[config.mk]
export PLATFORM = sky130hd
export DESIGN_NAME = regwb_arbiter
export DESIGN_NICKNAME = d
export VERILOG_FILES = /design/src/rtl/regwb_arbiter.sv
export SDC_FILE = /design/constraint.sdc
export NUM_CORES = 1
export LEC_CHECK = 0
export ABC_CLOCK_PERIOD_IN_PS = 20700
export CORE_MARGIN = 4
export CORE_UTILIZATION = 59
export DETAILED_ROUTE_END_ITERATION = 10
export PLACE_DENSITY = 0.88
export SYNTH_ARGS = -nofsm -noshare
export SYNTH_HDL_FRONTEND = slang
export SYNTH_SLANG_ARGS = --single-unit
[constraint.sdc]
create_clock -name clk -period 20.7 [get_ports clk]
set_clock_uncertainty 0.2 [all_clocks]
set_input_delay 3.105 -clock clk [delete_from_list [all_inputs] [get_ports clk]]
set_output_delay 3.105 -clock clk [all_outputs]
set_load 0.005 [all_outputs]
[src/rtl/regwb_arbiter.sv]
// Shares the register file's single write port between two writeback lanes using an in-order queue.
// Optional `define REGWB_BYPASS_EN: lets the oldest request write straight through when the queue is empty.
module regwb_arbiter #(
    parameter int XLEN  = 64,
    parameter int DEPTH = 4
) (
    input  logic            clk,
    input  logic            reset,
    input  logic            WeA,
    input  logic [4:0]      RdA,
    input  logic [XLEN-1:0] WdA,
    input  logic            WeB,
    input  logic [4:0]      RdB,
    input  logic [XLEN-1:0] WdB,
    output logic            we3,
    output logic [4:0]      a3,
    output logic [XLEN-1:0] wd3,
    output logic            StallWB,
    input  logic [4:0]      QRs1,
    input  logic [4:0]      QRs2,
    output logic            PendingHit1,
    output logic            PendingHit2
);
    localparam int PW = $clog2(DEPTH);
    localparam int CW = $clog2(DEPTH + 1);
    localparam logic [PW-1:0] LAST_PTR  = PW'(DEPTH - 1);
    localparam logic [CW-1:0] STALL_LVL = CW'(DEPTH - 1);

    logic [PW-1:0]   head_reg;
    logic [PW-1:0]   tail_reg;
    logic [PW-1:0]   tail_next1;
    logic [CW-1:0]   count_reg;

    logic [4:0]      entry_rd [DEPTH];
    logic [XLEN-1:0] entry_wd [DEPTH];
    logic [DEPTH-1:0] entry_valid;
    logic [DEPTH-1:0] match1;
    logic [DEPTH-1:0] match2;

    logic            stall;
    logic            eff_a;
    logic            eff_b;
    logic            pop;
    logic            q0_v;
    logic            q1_v;
    logic [1:0]      push_n;
    logic [4:0]      slot0_rd;
    logic [XLEN-1:0] slot0_wd;
    logic            port_we;
    logic [4:0]      port_rd;
    logic [XLEN-1:0] port_wd;

    function automatic logic [PW-1:0] ptr_inc(input logic [PW-1:0] p);
        return (p == LAST_PTR) ? '0 : p + 1'b1;
    endfunction

    // Stalling at DEPTH-1 leaves room for a two-push, one-pop cycle.
    assign stall = (count_reg >= STALL_LVL);
    assign eff_a = WeA && (RdA != 5'd0) && !stall;
    assign eff_b = WeB && (RdB != 5'd0) && !stall;
    assign tail_next1 = ptr_inc(tail_reg);

    always_comb begin
        port_we = 1'b0;
        port_rd = '0;
        port_wd = '0;
        pop     = 1'b0;
        q0_v    = eff_a;
        q1_v    = eff_b;
        if (count_reg != '0) begin
            pop     = 1'b1;
            port_we = 1'b1;
            port_rd = entry_rd[head_reg];
            port_wd = entry_wd[head_reg];
        end
`ifdef REGWB_BYPASS_EN
        else if (eff_a) begin
            port_we = 1'b1;
            port_rd = RdA;
            port_wd = WdA;
            q0_v    = 1'b0;
        end else if (eff_b) begin
            port_we = 1'b1;
            port_rd = RdB;
            port_wd = WdB;
            q1_v    = 1'b0;
        end
`endif
        // Compact the surviving requests so the older one lands at the tail first.
        slot0_rd = q0_v ? RdA : RdB;
        slot0_wd = q0_v ? WdA : WdB;
        push_n   = {1'b0, q0_v} + {1'b0, q1_v};
    end

    always_ff @(posedge clk or posedge reset) begin
        if (reset) begin
            head_reg  <= '0;
            tail_reg  <= '0;
            count_reg <= '0;
        end else begin
            if (pop) begin
                head_reg <= ptr_inc(head_reg);
            end
            if (push_n == 2'd1) begin
                tail_reg <= tail_next1;
            end else if (push_n == 2'd2) begin
                tail_reg <= ptr_inc(tail_next1);
            end
            count_reg <= count_reg + CW'(push_n) - CW'(pop);
        end
    end

    genvar gi;
    generate
        for (gi = 0; gi < DEPTH; gi++) begin : g_entry
            logic            valid_reg;
            logic [4:0]      rd_reg;
            logic [XLEN-1:0] wd_reg;
            logic            wr0;
            logic            wr1;

            assign wr0 = (push_n != 2'd0) && (tail_reg == PW'(gi));
            assign wr1 = (push_n == 2'd2) && (tail_next1 == PW'(gi));

            always_ff @(posedge clk or posedge reset) begin
                if (reset) begin
                    valid_reg <= 1'b0;
                    rd_reg    <= '0;
                    wd_reg    <= '0;
                end else if (wr0) begin
                    valid_reg <= 1'b1;
                    rd_reg    <= slot0_rd;
                    wd_reg    <= slot0_wd;
                end else if (wr1) begin
                    valid_reg <= 1'b1;
                    rd_reg    <= RdB;
                    wd_reg    <= WdB;
                end else if (pop && (head_reg == PW'(gi))) begin
                    valid_reg <= 1'b0;
                end
            end

            assign entry_rd[gi]    = rd_reg;
            assign entry_wd[gi]    = wd_reg;
            assign entry_valid[gi] = valid_reg;
            assign match1[gi]      = valid_reg && (rd_reg == QRs1);
            assign match2[gi]      = valid_reg && (rd_reg == QRs2);
        end
    endgenerate

    assign we3         = port_we;
    assign a3          = port_rd;
    assign wd3         = port_wd;
    assign StallWB     = stall;
    // Entries popped this cycle still report a hit; the write only lands at the edge.
    assign PendingHit1 = (QRs1 != 5'd0) && (|match1) && (|entry_valid);
    assign PendingHit2 = (QRs2 != 5'd0) && (|match2) && (|entry_valid);

endmodule

After elaboration in Yosys (flattened, before gate mapping):

Cells that the tools add are included.
W data, S select, Z words.

* flip-flop bits (word level): 287
* logic and storage cells: 137

* add/subtract/negate cells: 6
* magnitude comparators: 2
* eq/ne operators: 19
* mux-type cells: 44
* bitwise logic cells: 1
* reductions and logical operators: 50

Operators by type and width (number)
* $mux W64: 12
* $bmux W64 S2: 1
* $mux W5: 12
* $eq A5 B5 Y1: 8
* $logic_and A1 B1 Y1: 28
* $reduce_bool A5 Y1: 4
* $reduce_bool A3 Y1: 5
* $eq A2 B2 Y1 const B: 7
* $mux W1: 13
* $reduce_bool A2 Y1: 6
* $reduce_or A4 Y1: 3
* $bmux W5 S2: 1
* $mux W2: 5
* $eq A2 B1 Y1 const B: 4
* $add A2 B1 Y2 const B: 3
* $logic_not A2 Y1: 3
* $add A3 B2 Y3: 1
* $ge A3 B2 Y1 const B: 1
* $ge A3 B3 Y1 const B: 1
* $not A2 Y3: 1
* $sub A3 B1 Y3: 1
* $add A1 B1 Y2: 1
* $logic_not A1 Y1: 1

Logic depth before layout (Yosys ltp):

* word-level depth: 8
* gate-level depth with buffers: 13
* mapped depth without buffers: 12

Worst setup path before layout:

OpenSTA, ideal clock, no wires.

* kind: in2out
* from: input QRs2[2]
* to: output PendingHit2
* arrival time: 4.119 ns
* required time: 17.395 ns
* setup slack: 13.276 ns
* stages: 6
* path buffers: 1
* path through: clkbuf_1 xor2_1 nor4_1 and3_1 a31oi_1 a211oi_1

* cells in the longest elaborated chain, start to end: 5

Ends and longest elaborated chain
* start: declaration: line 20 `input logic [4:0] QRs2,`
* $eq A5 B5 Y1: line 147 `assign match2[gi] = valid_reg && (rd_reg == QRs2);`
* $logic_and A1 B1 Y1: line 147
* $reduce_or A4 Y1: line 157 `assign PendingHit2 = (QRs2 != 5'd0) && (|match2) && (|entry_valid);`
* $logic_and A1 B1 Y1 * (2 in series): line 157
* end: declaration: line 22 `output logic PendingHit2`

Mark *: on every way between the ends. The rest lies on a longest branch, timed or not.

Worst setup path after layout:

* from: input QRs1[4]
* to: output PendingHit1

* cells in the longest elaborated chain, start to end: 5

Ends and longest elaborated chain
* start: declaration: line 19 `input logic [4:0] QRs1,`
* $eq A5 B5 Y1: line 146 `assign match1[gi] = valid_reg && (rd_reg == QRs1);`
* $logic_and A1 B1 Y1: line 146
* $reduce_or A4 Y1: line 156 `assign PendingHit1 = (QRs1 != 5'd0) && (|match1) && (|entry_valid);`
* $logic_and A1 B1 Y1 * (2 in series): line 156
* end: declaration: line 21 `output logic PendingHit1,`

Marks and branches as above.

==> key figures <==
Yosys
  – Mapped Cells: 1,523
  – Mapped Nets: 1,692
  – Commonest register cell after synthesis: dfrtp_1
  – EDFF count, synth: 0
  – Synth Warn #: 0
  – #FFs+latches synth: 287
  – Synth top cells by count: 550 x nor2_1, 287 x dfrtp_1, 272 x o22ai_1
  – Largest cells by area after synthesis: dfrtp_1 49%, nor2_1 14%, o22ai_1 12%, mux4_2 11%, and2_1 2.9%
  – Mean Syn Cell Area: 9.66 sq um
  – Area leader, netlist: dfrtp_1
  – Top-count cell post-synth: nor2_1
  – Post-synthesis cell area: 14,700 sq um
  – Seq/Total Area, Yosys: 0.488
  – Ys async rst share: 1.00
  – Synth top area share: 0.488
  – Yosys cell types: 38

Worst setup path
  – Cells along the critical path: clkdlybuf4s50_1 -> xor2_1 -> nor4_1 -> and3_1 -> a31oi_1 -> a211oi_1 -> clkdlybuf4s50_1
  – Slowest CP cell: clkdlybuf4s50_1
  – Critical Path Start Type: input pin
  – Critical register-to-register path startpoint: count_reg[0]
  – Worst Setup Path Type: input pin to output pin
  – Max FO, Critical Path: 5
  – Worst path arrival time: 5230 ps
  – Worst EP required: 17,400 ps
  – Crit end category: output pin
  – Crit-path most repeated cell: clkdlybuf4s50_1
  – Crit path launch: QRs1[4]
  – CP max stage delay: 560 ps

Clocking
  – CTS Buf Count: 29
  – H-tree lvl count: 1
  – Clk Tree Root Cell: clkbuf_16
  – Setup Buffers After CTS: 0
  – Hold_buf cts: 0
  – TritonCTS clock tree: yes
  – Maximum buffer depth of the clock tree: 3
  – Post-CTS resize count: 0
  – Clk Latency, worst-skew pair: 530 ps
  – # clock sinks: 287
  – Reg clk slew, reported paths: 60 ps

Detailed routing
  – Drt drc: 0
  – Drt total wl: 45.4 mm
  – WL/cell: 22.4 um
  – Post-route ant nets: 0
  – Initial drt markers: 1,532
  – Vias/cell: 6.58
  – Vias post-DR: 13,300
  – First-pass DRT Iterations: 5

Global route
  – M1 GR Usage: 0.425
  – Maximum number of pins on one net before global-route repair: 143
  – M2 GR Usage: 0.516
  – GR Overflow Total: 0
  – GR Util All Layers: 0.322
  – First-pass GRT wire length: 73.1 mm
  – Vias in the first global route: 13,900
  – Grt met3 use: 0.0662
  – Initial antenna violation count: 6
  – Busiest grt layer: met2

Timing
  – Min Clock Period, post-route: 8530 ps
  – Fmax: 117 MHz
  – Worst Max-Slew Pin Slew: 1080 ps
  – Unrepaired setup endpoints after global routing: false
  – Endpoints failing setup: 0
  – Slew Viols, Final: 0
  – Hold violation count in the final report: 0
  – Fin worst setup slack: 12,170 ps
  – Setup TNS: 0 ps
  – Part of the cycle the worst path needs: 0.412
  – Slew Limit Headroom: 0.277

Layout
  – # fillers: 1,665
  – Final #Nets: 1,842
  – Post-route insts no fill: 2,022
  – Area grow syn2layout: 22.0%
  – Footprint of the multi-input gates: 6910 sq um
  – Layout cell share with drive strength beyond 1: 0.0916
  – Largest register FFs: 256
  – Register area: 7190 sq um

Power and ir drop
  – PD cells: 176 nW/um^2
  – Leakage power: 7.25 nW
  – Max VDD drop: 111 uV

Placed design
  – Cells after DPL: 1,966
  – Place WS: 12,200 ps
  – Final GP Congestion: 0.900
  – Input/output buffers: 224
  – DP Wirelength: 25.0 mm

Worst hold path
  – Hold_sp: g_entry[1].wd_reg[60]
  – HP Class: register to register

Die
  – Core footprint: 24,500 sq um
  – Die area: 27,500 sq um
  – Die X: 166 um
  – Die height: 166 um
  – Initial Util: 0.602
  – Cell row count: 57
  – # IOs: 225

Flow run
  – Maxcap violations: 0

Status
  – Outcome: finished, final reports clean
-- power breakdown --
part / leakage, nW / total (mW) / switching, mW / internal (mW)
combinational: 3.56 / 1.56 / 0.731 / 0.827
clock: 0.496 / 0.545 / 0.217 / 0.328
sequential: 3.20 / 1.05 / 0.200 / 0.851
total: 7.25 / 3.15 / 1.15 / 2.01
-- cell type report --
| cell class | instances | share of cell area |
|---|---|---|
| flip-flops and latches | 287 | 0.401 |
| multi-input cells | 1099 | 0.385 |
| repair buffers | 242 | 0.132 |
| clock buffers | 43 | 0.0489 |
| well taps | 324 | 0.0226 |
| clock inverters | 8 | 0.00641 |
| inverters | 14 | 0.00342 |
| diodes | 5 | 0.000697 |
-- cell families after synthesis --
logic type / share of synthesized area
xor+xnor: 0.0256
fa+ha+maj: 0.0150
simple gates: 0.188
flops: 0.488
mux: 0.106
compound gates: 0.131
buf+inv: 0.0457
-- worst max-delay path: cells and delay by family --
| family | cells | cell delay, ps |
|---|---|---|
| XOR/XNOR | 1 | 200 |
| AND/OR/NAND/NOR | 2 | 460 |
| AO/OA/AOI/OAI | 2 | 340 |
| buffers and inverters | 2 | 1110 |
-- final timing paths --
path | endpoint | slack, ps | cells after the start
max | PendingHit1 | 12170 | 7
min | g_entry[1].wd_reg[60] | 310 | 2
max reg2reg | g_entry[0].wd_reg[19] | 16710 | 11
min reg2reg | g_entry[1].wd_reg[60] | 310 | 2
max in group asynchronous | g_entry[0].wd_reg[20] | 14800 | 4
min in group asynchronous | count_reg[2] | 2940 | 2
-- routing by layer --
metal | routed length, um | vias to the layer above | share of wire
li1 | - | 5662 | -
met1 | 17000 | 6466 | 0.38
met2 | 21500 | 996 | 0.47
met3 | 4880 | 178 | 0.11
met4 | 1890 | 4 | 0.042
met5 | 28 | - | 0.00062
-- through the flow --
step,area (sq um),hold slack [ps],utilization,power (mW)
after floorplan,14700,278,-,1.96
after global placement,16900,294,0.693,2.51
after detailed placement,16900,304,0.693,2.58
after CTS,17900,319,0.733,3.15
after global routing,17900,337,0.734,3.35
final,17900,312,0.734,3.15
-- layout by cell type (no fill, tap or decap), types with 5 or more instances in the layout --
cell type,synthesis,routed
a211oi_1,6,6
a21oi_1,5,5
and2_1,69,69
and3_1,8,8
buf_4,16,18
clkbuf_16,0,29
clkbuf_8,0,10
clkdlybuf4s50_1,0,224
clkinv_2,1,6
dfrtp_1,287,285
diode_2,0,5
ha_1,16,16
inv_1,13,12
mux4_2,69,69
nand2_1,11,10
nor2_1,550,550
nor4_1,9,9
o22ai_1,272,272
xnor2_1,10,10
xor2_1,33,33
Note: power is estimated with default switching activity, not from simulation.
